===== src/rtl/uart_rx_ctrl.sv =====
// Receive-side sequencer for the UART bit receiver: generates the rxck bit clock,
// commits each completed frame's byte to a small FIFO and serves host pops.
module uart_rx_ctrl #(
    parameter int CLK_DIV    = 16,
    parameter int FIFO_DEPTH = 8,
    parameter int AW         = 3
) (
    input  logic          clk,
    input  logic          rst,
    input  logic          rx_enable,
    output logic          rxck,
    input  logic [7:0]    rxpd,
    input  logic          rxen,
    input  logic          rx_start,
    input  logic          rd_en,
    output logic [7:0]    rd_data,
    output logic          rd_valid,
    output logic          fifo_empty,
    output logic          fifo_full,
    output logic [AW:0]   fifo_level,
    output logic          overrun,
    input  logic          clr_err,
    output logic          busy,
    output logic [1:0]    dbg_state
);

    localparam int DW = (CLK_DIV > 1) ? $clog2(CLK_DIV) : 1;
    localparam logic [DW-1:0] DIV_LAST = DW'(CLK_DIV - 1);
    localparam logic [DW-1:0] DIV_HALF = DW'(CLK_DIV / 2);
    localparam logic [AW:0]   DEPTH    = (AW + 1)'(FIFO_DEPTH);

    typedef enum logic [1:0] {
        S_IDLE = 2'd0,
        S_PUSH = 2'd1,
        S_HOLD = 2'd2
    } state_t;

    state_t          state_q;
    logic [DW-1:0]   div_cnt_q;
    logic            rxck_q;
    logic            rxen_q;
    logic [7:0]      mem_q [FIFO_DEPTH];
    logic [AW-1:0]   wr_ptr_q, wr_ptr_d;
    logic [AW-1:0]   rd_ptr_q, rd_ptr_d;
    logic [AW:0]     level_q, level_d;
    logic [7:0]      rd_data_q;
    logic            rd_valid_q;
    logic            overrun_q, overrun_d;

    logic rise, empty, full, pop, push, drop;

    // Handshakes: a pop happens on any cycle with rd_en=1 and the FIFO non-empty; rd_data/rd_valid
    // follow one cycle later. A push happens in the single PUSH cycle when there is room, counting
    // a same-cycle pop as freeing a slot.
    assign rise  = rxen & ~rxen_q;
    assign empty = (level_q == '0);
    assign full  = (level_q == DEPTH);
    assign pop   = rd_en & ~empty;
    assign push  = (state_q == S_PUSH) & (~full | pop);
    assign drop  = (state_q == S_PUSH) & ~push;

    always_ff @(posedge clk or negedge rst) begin
        if (!rst) begin
            div_cnt_q <= '0;
            rxck_q    <= 1'b0;
        end else if (!rx_enable) begin
            div_cnt_q <= '0;
            rxck_q    <= 1'b0;
        end else begin
            rxck_q    <= (div_cnt_q < DIV_HALF);
            div_cnt_q <= (div_cnt_q == DIV_LAST) ? '0 : div_cnt_q + DW'(1);
        end
    end

    always_ff @(posedge clk or negedge rst) begin
        if (!rst) begin
            rxen_q  <= 1'b0;
            state_q <= S_IDLE;
        end else begin
            rxen_q <= rxen;
            if (!rx_enable) begin
                state_q <= S_IDLE;
            end else begin
                unique case (state_q)
                    S_IDLE:  if (rise) state_q <= S_PUSH;
                    S_PUSH:  state_q <= S_HOLD;
                    S_HOLD:  if (!rxen) state_q <= S_IDLE;
                    default: state_q <= S_IDLE;
                endcase
            end
        end
    end

    always_comb begin
        wr_ptr_d  = push ? wr_ptr_q + AW'(1) : wr_ptr_q;
        rd_ptr_d  = pop  ? rd_ptr_q + AW'(1) : rd_ptr_q;
        level_d   = level_q;
        unique case ({push, pop})
            2'b10:   level_d = level_q + (AW + 1)'(1);
            2'b01:   level_d = level_q - (AW + 1)'(1);
            default: level_d = level_q;
        endcase
        // A drop in the same cycle as clr_err must leave the error visible.
        overrun_d = drop ? 1'b1 : (clr_err ? 1'b0 : overrun_q);
    end

    always_ff @(posedge clk or negedge rst) begin
        if (!rst) begin
            wr_ptr_q   <= '0;
            rd_ptr_q   <= '0;
            level_q    <= '0;
            rd_data_q  <= 8'h00;
            rd_valid_q <= 1'b0;
            overrun_q  <= 1'b0;
        end else begin
            wr_ptr_q   <= wr_ptr_d;
            rd_ptr_q   <= rd_ptr_d;
            level_q    <= level_d;
            rd_valid_q <= pop;
            overrun_q  <= overrun_d;
            if (pop) rd_data_q <= mem_q[rd_ptr_q];
        end
    end

    always_ff @(posedge clk) begin
        if (push) mem_q[wr_ptr_q] <= rxpd;
    end

    assign rxck       = rxck_q;
    assign rd_data    = rd_data_q;
    assign rd_valid   = rd_valid_q;
    assign fifo_empty = empty;
    assign fifo_full  = full;
    assign fifo_level = level_q;
    assign overrun    = overrun_q;
    assign busy       = (state_q != S_IDLE) | rx_start;
    assign dbg_state  = state_q;

endmodule


===== config.mk =====
export PLATFORM = sky130hd
export DESIGN_NAME = uart_rx_ctrl
export DESIGN_NICKNAME = d
export VERILOG_FILES = /design/src/rtl/uart_rx_ctrl.sv
export SDC_FILE = /design/constraint.sdc
export NUM_CORES = 1
export LEC_CHECK = 0
export ABC_AREA = 1
export CELL_PAD_IN_SITES_DETAIL_PLACEMENT = 0
export CELL_PAD_IN_SITES_GLOBAL_PLACEMENT = 1
export CORE_ASPECT_RATIO = 0.7
export CORE_MARGIN = 1.5
export CORE_UTILIZATION = 45
export CTS_CLUSTER_SIZE = 10
export DETAILED_ROUTE_END_ITERATION = 10
export PLACE_DENSITY_LB_ADDON = 0.1
export SLEW_MARGIN = 20
export SYNTH_ARGS = -nofsm -noshare
export SYNTH_HDL_FRONTEND = slang
export SYNTH_SLANG_ARGS = --single-unit

===== constraint.sdc =====
create_clock -name clk -period 2.6 [get_ports clk]
set_clock_uncertainty 0.15 [all_clocks]
set_input_delay 0.52 -clock clk [delete_from_list [all_inputs] [get_ports clk]]
set_output_delay 0.52 -clock clk [all_outputs]
set_load 0.02 [all_outputs]

==> results.toml <==
[cells_and_area]
syn_to_final_growth_pct = 21.7
drive_gt1_share_pct = 9.81
num_antenna_cells = 0
regArea_sq_mm = 0.00262
fillers = 706
fin_nets = 393
multi_input_area_sq_um = 982

[place]
place_ws_ns = 0.236
io_buffer_count = 34
post-dp-hpwl_mm = 5.48
gp_congestion = 0.834

[timing]
finalHoldViolCount = 0
finalCritPeriodShare_pct = 91.9
min_period_ns = 2.39
hold_slack_ns = 0.251
rsz0062_at_grt = "false"
tightestPinTransition_ns = 0.562
drv_slew = 0
slew_headroom_pct = 62.5
tns_ns = 0
layout_setup_ws_ns = 0.211
fmaxAchievable_mhz = 419
setup_violations = 0

[power_and_ir_drop]
peakVddDrop_mv = 0.460
p_total_w = 0.00477
leakagePower_nw = 1.78
powerDensity_mw_per_mm2 = 1050

[worst_setup_path]
slowest_stage = "clkdlybuf4s50_1"
crit_chain = "nor2_2, nand3_1, inv_1, clkdlybuf4s50_1"
rrSetupSlack_ns = 0.50
critPathMaxFanout = 5
slowest_delay_ns = 0.59
cp.arrival_ns = 1.72
critPathCaptureType = "primary output"
startpoint_type = "flip-flop"
crit_type = "reg -> out"
cp.required_ns = 1.93

[floorplan]
core_area_sq_mm = 0.00797
num_rows = 27
fp.dieW_um = 112
ios = 35
dieArea_sq_mm = 0.00891
start_util_pct = 47.1
die_h_um = 79.4

[global_route]
track_usage_pct = 19.2
antenna_found_initial = 0
grt_pass1_vias = 2274
grt_max_degree = 35
grt_pass1_wl_mm = 12.5
gr-total-overflow = 0

[clock_network]
clkLatencyLatePin_ns = 0.34
cts_tree = "built"
cts.htree.levels = 3
cts_resized = 0
cts_setup_buffers = 0
cts_buffer_depth = 2
path_clk_slew_ns = 0.07
clockRootBuffer = "clkbuf_16"
cts_hold_buf = 0
cts_buffers = 9
clock_sinks = 92

[synth]
synth_top_area_share_pct = 51.2
synth_area_leader_cell = "edfxtp_1"
synth_warnings = 0
syn_inst = 323
synth_area_leaders = "edfxtp_1, dfrtp_1, nor2_1, nand2_1, o211ai_1"
synth-async-reset-ratio_pct = 30.4
synth-seq-cells = 92
synth-edff-count = 64
synth.cell_area_sq_mm = 0.00375
yosysMostFrequentCell = "edfxtp_1"
synth_cell_types = 26
synthTopCellsByCount = "edfxtp_1, nor2_1, nand2_1"
yosysSeqAreaShare_pct = 69.9
synth_ff_type = "edfxtp_1"
synth_nets = 344
post_synth.cell_area_avg_sq_um = 11.6

[route]
drt_pre_antenna_iters = 7
viasPerCell = 5.04
drcViolationCount = 5
num_vias = 2407
wl_mm = 7.77
ant_nets = 0
wire_per_inst_um = 16.3
drt-initial-drc-count = 236

[flow_run]
maxCapViolCount = 0

[run_status]
violations = "DRC"
outcome = "finished with violations"

[min_path]
holdCritPathClass = "reg -> reg"
## stage by stage
| step | area, sq um | utilization, % | instances |
|---|---|---|---|
| finish | 4570 | 57.3 | 478 |
| global route | 4570 | 57.3 | 478 |
| CTS | 4570 | 57.3 | 478 |
| detailed placement | 4270 | 53.6 | 462 |
| global placement | 4270 | 53.6 | 462 |
| floorplan | 3750 | - | 323 |
## state kept, by name (all words and copies together) (netlist names)
name	flops
mem_q	64
rd_data	8
div_cnt_q	4
fifo_level	4
rd_ptr_q	3
wr_ptr_q	3
dbg_state	2
overrun	1
rd_valid	1
rxck	1
rxen_q	1
## worst max-delay path, delay by kind of cell (launching register included)
| kind | cells | cell delay [ns] |
|---|---|---|
| buffers and inverters | 2 | 0.67 |
| AND/OR/NAND/NOR | 2 | 0.27 |
| flip-flops | 1 | 0.44 |
## report_power, final
part	total [W]	switching [W]	internal, W
combinational	0.00161	0.000991	0.000617
sequential	0.00190	0.000142	0.00176
clock	0.00126	0.000586	0.000678
## placed cells by master (no fill, tap or decap), types with 2 or more instances in the layout
| cell | count |
|---|---|
| edfxtp_1 | 64 |
| inv_2 | 2 |
| nand3_1 | 15 |
| xor2_1 | 4 |
| inv_1 | 18 |
| clkbuf_16 | 9 |
| clkdlybuf4s50_1 | 34 |
| a21oi_1 | 2 |
| dfrtp_1 | 28 |
| buf_4 | 16 |
| ha_1 | 5 |
| o21ai_1 | 15 |
| o211ai_1 | 16 |
| inv_6 | 4 |
| o21ai_0 | 21 |
| nor4_1 | 2 |
| nor2_1 | 63 |
| nand2_1 | 46 |
## cell type report
cell class | count | area share, %
clock buffers | 9 | 4.93
clock inverters | 7 | 1.56
inverters | 21 | 1.73
multi-input cells | 198 | 21.5
flip-flops and latches | 92 | 57.4
well taps | 101 | 2.77
repair buffers | 50 | 10.1
## final timing paths
path | depth (start not counted) | startpoint | to
max | 4 | fifo_level[1] | fifo_empty
min | 1 | rxen_q | dbg_state[0]
max reg2reg | 14 | dbg_state[0] | fifo_level[3]
min reg2reg | 1 | rxen_q | dbg_state[0]
max in group asynchronous | 2 | rst | rd_data[4]
min in group asynchronous | 2 | rst | fifo_level[2]
## logic make-up (layout without fill, tap and decap cells)
| family | after synthesis | after routing | share of synthesized area (%) |
|---|---|---|---|
| flip-flops | 92 | 92 | 69.9 |
| buffers and inverters | 33 | 87 | 3.97 |
| XOR/XNOR | 5 | 5 | 1.17 |
| adder cells (fa/ha/maj) | 6 | 6 | 2.20 |
| AO/OA/AOI/OAI | 55 | 55 | 8.43 |
| AND/OR/NAND/NOR | 132 | 132 | 14.4 |
## per-layer routing
metal / vias up / track usage (%) / wire [um]
met5: - / 0 / 0
met4: 0 / 6.84 / 53
met3: 4 / 4.86 / 399
met2: 45 / 26.4 / 3240
met1: 1141 / 29.5 / 4070
li1: 1217 / - / -
Power figures use the tool's default switching activity.
